File: src/rtl/tour_len_seq.sv
// tour_len_seq
//   Walks a closed tour over N points and accumulates its total Manhattan
//   length, including the closing edge from the last point back to the first.
//   The visiting order comes from an external order table (registered read,
//   one cycle latency). Coordinates come from the point arrays, which are
//   read combinationally.
// Ports
//   clk, rst         clock, synchronous active-high reset
//   start            request one tour evaluation (sampled in IDLE only)
//   pts_ready        point arrays valid; the run waits for it before starting
//   ord_addr         tour position presented to the order table (= k)
//   ord_idx          point index returned by the order table
//   pt_addr          point index presented to the point arrays (= ord_idx)
//   pt_x, pt_y       coordinates of point pt_addr
//   busy             high while a run is pending or in progress
//   done             one-cycle pulse; total_len is valid from this cycle
//   total_len        last completed tour length, held until the next done
module tour_len_seq #(
  parameter int N       = 64,
  parameter int IDX_W   = 6,
  parameter int COORD_W = 8,
  parameter int ACC_W   = 16
) (
  input  logic               clk,
  input  logic               rst,
  input  logic               start,
  input  logic               pts_ready,
  output logic [IDX_W-1:0]   ord_addr,
  input  logic [IDX_W-1:0]   ord_idx,
  output logic [IDX_W-1:0]   pt_addr,
  input  logic [COORD_W-1:0] pt_x,
  input  logic [COORD_W-1:0] pt_y,
  output logic               busy,
  output logic               done,
  output logic [ACC_W-1:0]   total_len
);

  typedef enum logic [2:0] {
    S_IDLE,
    S_WAIT_PTS,
    S_RD_ORD,
    S_LD_PT,
    S_CLOSE,
    S_DONE
  } state_t;

  localparam logic [IDX_W-1:0] K_LAST = IDX_W'(N - 1);

  state_t             state;
  logic [IDX_W-1:0]   k;
  logic [ACC_W-1:0]   acc;
  logic [COORD_W-1:0] first_x, first_y;
  logic [COORD_W-1:0] prev_x, prev_y;
  logic [COORD_W:0]   step_len;
  logic [COORD_W:0]   close_len;
  logic [ACC_W-1:0]   close_sum;

  // |a-b| without a sign bit: subtract the smaller from the larger.
  function automatic logic [COORD_W-1:0] abs_diff(input logic [COORD_W-1:0] a,
                                                  input logic [COORD_W-1:0] b);
    return (a >= b) ? (a - b) : (b - a);
  endfunction

  assign ord_addr = k;
  assign pt_addr  = ord_idx;

  always_comb begin
    step_len  = {1'b0, abs_diff(pt_x, prev_x)} + {1'b0, abs_diff(pt_y, prev_y)};
    close_len = {1'b0, abs_diff(first_x, prev_x)} + {1'b0, abs_diff(first_y, prev_y)};
    close_sum = acc + ACC_W'(close_len);
  end

  always_ff @(posedge clk) begin
    if (rst) begin
      state     <= S_IDLE;
      k         <= '0;
      acc       <= '0;
      total_len <= '0;
      busy      <= 1'b0;
      done      <= 1'b0;
      first_x   <= '0;
      first_y   <= '0;
      prev_x    <= '0;
      prev_y    <= '0;
    end else begin
      done <= 1'b0;
      case (state)
        S_IDLE: begin
          if (start) begin
            busy  <= 1'b1;
            k     <= '0;
            acc   <= '0;
            state <= pts_ready ? S_RD_ORD : S_WAIT_PTS;
          end
        end
        S_WAIT_PTS: begin
          if (pts_ready) begin
            k     <= '0;
            acc   <= '0;
            state <= S_RD_ORD;
          end
        end
        S_RD_ORD: begin
          state <= S_LD_PT;
        end
        S_LD_PT: begin
          prev_x <= pt_x;
          prev_y <= pt_y;
          if (k == '0) begin
            first_x <= pt_x;
            first_y <= pt_y;
          end else begin
            acc <= acc + ACC_W'(step_len);
          end
          if (k == K_LAST) begin
            state <= S_CLOSE;
          end else begin
            k     <= k + IDX_W'(1);
            state <= S_RD_ORD;
          end
        end
        S_CLOSE: begin
          // Result and done are registered here so both are already visible
          // during the DONE cycle.
          acc       <= close_sum;
          total_len <= close_sum;
          done      <= 1'b1;
          state     <= S_DONE;
        end
        S_DONE: begin
          busy  <= 1'b0;
          k     <= '0;
          state <= S_IDLE;
        end
        default: begin
          state <= S_IDLE;
        end
      endcase
    end
  end

endmodule
File: config.mk
export PLATFORM = sky130hd
export DESIGN_NAME = tour_len_seq
export DESIGN_NICKNAME = d
export VERILOG_FILES = /design/src/rtl/tour_len_seq.sv
export SDC_FILE = /design/constraint.sdc
export NUM_CORES = 1
export LEC_CHECK = 0
export ABC_CLOCK_PERIOD_IN_PS = 6300
export CORE_MARGIN = 8
export CORE_UTILIZATION = 50
export DETAILED_ROUTE_END_ITERATION = 10
export GPL_TIMING_DRIVEN = 0
export PLACE_DENSITY_LB_ADDON = 0.05
export SYNTH_ARGS = -nofsm -noshare
export SYNTH_HDL_FRONTEND = slang
export SYNTH_SLANG_ARGS = --single-unit
File: constraint.sdc
create_clock -name clk -period 6.3 [get_ports clk]
set_input_delay 0.945 -clock clk [delete_from_list [all_inputs] [get_ports clk]]
set_output_delay 0.945 -clock clk [all_outputs]
set_load 0.02 [all_outputs]
==> flow_metrics.py <==
metrics = {
    "placement": {
        "placed_area_sq_mm": 0.00756,
        "gp_congestion": 0.912,
        "place_hpwl_microns": 14500,
        "io_buffers": 49,
        "place_ws_ns": -0.265,
    },
    "worst_setup_path": {
        "critPathArrivalTime_ns": 6.17,
        "crit_path_max_fanout": 7,
        "cp_slowest_cell": "fa_1",
        "crit_buf_inv": 5,
        "cpPeakStageDelay_ns": 0.50,
        "crit_type": "in -> reg",
        "crit_required_ns": 6.59,
        "critPathCaptureType": "flip-flop",
        "worstPathCellList": "clkdlybuf4s50_1, inv_1, ha_1, inv_1, fa_1, a21o_1, a21oi_1, a31oi_1, a211o_1, buf_2, mux2i_1, xnor2_1, fa_1, inv_1, ha_1, a21o_1, a21oi_1, a21boi_1, a21oi_1, a311oi_1, a221o_1",
        "start_kind": "primary input",
        "crit_family": "compound AO/OA/AOI/OAI gates",
    },
    "floorplanning": {
        "die_area_sq_mm": 0.0177,
        "core-area_sq_mm": 0.0133,
        "fp.dieW_microns": 133,
        "rows": 42,
        "start_util_pct": 51.5,
        "die_height_microns": 133,
        "io-pin-count": 56,
    },
    "logic_synthesis": {
        "synth_edf_count": 0,
        "netlist_instances": 865,
        "seq_area_frac_synth_pct": 21.9,
        "synth_area_leaders": "dfxtp_1 22%, ha_1 14%, fa_1 7.6%, a21oi_1 7.1%, inv_1 6.0%",
        "async_flop_share_pct": 0,
        "netlist.area_leader.share_pct": 21.9,
        "syn_avg_cell_area_sq_um": 7.91,
        "synth_cell_types": 58,
        "yosys.area.top_type": "dfxtp_1",
        "yosys_warnings": 0,
        "synth.ff_latch_count": 75,
        "synth_fp_nets": 995,
        "syn_area_sq_mm": 0.00685,
        "synth_flop_cell": "dfxtp_1",
    },
    "power_and_ir_drop": {
        "switching_share_pct": 36.7,
        "power.density_mw_per_mm2": 228,
        "switchingPower_w": 0.000661,
        "peakVddDrop_v": 0.000134,
        "pwr-share-comb_pct": 40.1,
        "seq_power_share_pct": 27.7,
        "intPower_w": 0.00114,
        "pwr-share-clk_pct": 32.1,
        "cellLeakagePower_nw": 3.30,
    },
    "detailed_routing": {
        "num_vias": 6153,
        "wl_per_cell_microns": 16.6,
        "wirelength_microns": 18400,
        "vias_per_cell": 5.56,
        "drtAntennaViolNets": 0,
        "drc": 0,
        "first_iter_violations": 421,
        "dr.pass1.iters": 5,
    },
    "global_route": {
        "antenna_found_initial": 0,
        "grt_max_degree": 13,
        "grt_usage_pct": 21.3,
        "grt_pass1_vias": 5976,
        "grt_pass1_wl_microns": 30600,
        "grt_overflow": 0,
    },
    "clock_network": {
        "tritoncts": "yes",
        "root_buffer": "clkbuf_16",
        "htreeDepth": 3,
        "cts.sinks": 75,
        "numCtsBuffers": 9,
        "clkTransAtPathRegs_ns": 0.06,
        "ctsHoldBuffers": 0,
        "worstSkewPairLatency_ns": 0.35,
        "clockBufferDepth": 2,
    },
    "finish": {
        "layout.area.seq_sq_mm": 0.00150,
        "fillCellCount": 1251,
        "nNetsFinal": 1056,
        "syn_to_final_growth_pct": 15.2,
        "multi_input_area_sq_mm": 0.00473,
        "postLayoutCellArea_sq_mm": 0.00788,
        "layout-drive-gt1-share_pct": 4.30,
        "antenna_cells": 0,
        "final_util_pct": 59.3,
    },
    "sta": {
        "fin_skew_ns": 0.00516,
        "setup_violations": 0,
        "drv_slew": 0,
        "fin_crit_ns": 5.88,
        "worst_slack_ns": 0.421,
        "tightest_slew_ns": 1.06,
        "rsz0062_at_grt": "no",
        "tns_ns": 0,
        "finalHoldViolCount": 0,
        "hold_slack_ns": 0.451,
        "clock.fmax_ghz": 0.170,
        "slew_headroom_pct": 28.9,
        "min_period_over_period_pct": 93.3,
    },
    "hold_path": {
        "hold_path.class": "reg -> reg",
    },
    "run_status": {
        "outcome": "finished, final reports clean",
    },
    "job": {
        "max_cap_violations": 0,
    },
}
area by class of cell:
cell class | count | share of cell area [%]
Clock inverter | 4 | 0.936
Tap cell | 176 | 2.79
Sequential cell | 75 | 19.0
Clock buffer | 12 | 3.13
Timing Repair Buffer | 50 | 6.32
Multi-Input combinational cell | 638 | 60.0
Buffer | 43 | 2.59
Inverter | 109 | 5.19
cell usage in the layout, fill, tap and decap left out, types with 6 or more instances in the layout:
cell,Yosys,routed
a21oi_1,97,97
dfxtp_1,75,75
clkdlybuf4s50_1,0,49
fa_1,26,26
inv_1,109,109
nand4_1,6,6
o21bai_1,7,7
nand3_1,6,6
o21a_1,9,9
xnor2_1,22,22
nand2_1,74,74
o211ai_1,10,10
xor2_1,18,18
o21ai_0,32,32
mux2i_1,25,25
a21o_1,18,18
a31oi_1,11,11
clkbuf_16,0,9
buf_4,7,8
ha_1,78,78
nand2b_1,9,9
nor3_1,19,19
a211oi_1,15,15
buf_2,7,7
nor2_1,82,82
clkbuf_1,25,27
worst paths after layout:
check	start	to	slack (ns)	cells past startpoint
worst min register to register	total_len[6]	total_len[6]	0.45	2
worst max register to register	prev_x[1]	acc[11]	0.77	16
worst min-delay path	total_len[6]	total_len[6]	0.45	2
worst max-delay path	pt_y[0]	acc[11]	0.42	21
flip-flops by register name, indices dropped and copies added (netlist names):
register	flops
first_x	8
busy	1
ord_addr	6
acc	16
prev_x	8
state	3
prev_y	8
done	1
first_y	8
total_len	16
cell families after synthesis:
kind of cell             after synthesis  synth area share [%]
XOR/XNOR                              40                  5.12
adder cells (fa/ha/maj)              104                  21.9
multiplexers                          27                  4.04
buffers and inverters                152                  8.96
flip-flops                            75                  21.9
AND/OR/NAND/NOR                      220                  14.1
AO/OA/AOI/OAI                        247                  23.9
per-stage QoR:
| step | cells | total power (W) |
|---|---|---|
| 2_1_floorplan | 865 | 0.00104 |
| 3_3_place_gp | 1090 | 0.00120 |
| 3_5_place_dp | 1090 | 0.00122 |
| 4_1_cts | 1106 | 0.00180 |
| 5_1_grt | 1107 | 0.00191 |
| 6_report | 1107 | 0.00180 |
synthesized netlist by cell type (all sizes together) (4+ instances only):
| cell type | count |
|---|---|
| a211o | 4 |
| a211oi | 15 |
| a21o | 19 |
| a21oi | 97 |
| a221oi | 6 |
| a311oi | 5 |
| a31oi | 11 |
| buf | 18 |
| clkbuf | 25 |
| dfxtp | 75 |
| fa | 26 |
| ha | 78 |
| inv | 109 |
| mux2i | 25 |
| nand2 | 74 |
| nand2b | 9 |
| nand3 | 6 |
| nand4 | 6 |
| nor2 | 82 |
| nor3 | 19 |
| o2111ai | 5 |
| o211ai | 10 |
| o21a | 9 |
| o21ai | 33 |
| o21bai | 7 |
| o31ai | 5 |
| o41ai | 4 |
| or3 | 5 |
| xnor2 | 22 |
| xor2 | 18 |
power groups by stage:
| stage | logic (W) | registers [W] | clock network, W |
|---|---|---|---|
| global route | 0.000800 | 0.000501 | 0.000608 |
| finish | 0.000722 | 0.000499 | 0.000578 |
| CTS | 0.000713 | 0.000499 | 0.000590 |
| floorplan | 0.000529 | 0.000509 | 0 |
| global placement | 0.000693 | 0.000509 | 0 |
| detailed placement | 0.000707 | 0.000509 | 0 |
per-layer routing:
layer / wire length [microns] / global-route usage [%]
met2: 8500 / 35.0
met3: 1080 / 3.26
met5: 0 / 0
met4: 624 / 10.2
met1: 8220 / 26.8
what timing repair did:
| action | CTS | global route |
|---|---|---|
| setup endpoints to repair | 0 | 4 |
| buffers inserted | 0 | 1 |
| resized for setup | 0 | 1 |
worst reg2reg max path, stage by stage (launching register included):
cell and delay [ns]:
dfxtp_1 0.48, inv_1 0.19, fa_1 0.46, a21oi_1 0.21, o2111ai_1 0.24, a221oi_4 0.62, mux2i_1 0.21, fa_1 0.53
inv_1 0.04, ha_1 0.23, fa_1 0.44, a211oi_1 0.30, o21ai_0 0.22, a31oi_1 0.67, nand2_1 0.16, a311oi_1 0.33
a221o_1 0.14
No activity file was read; power rests on OpenSTA's default activity.
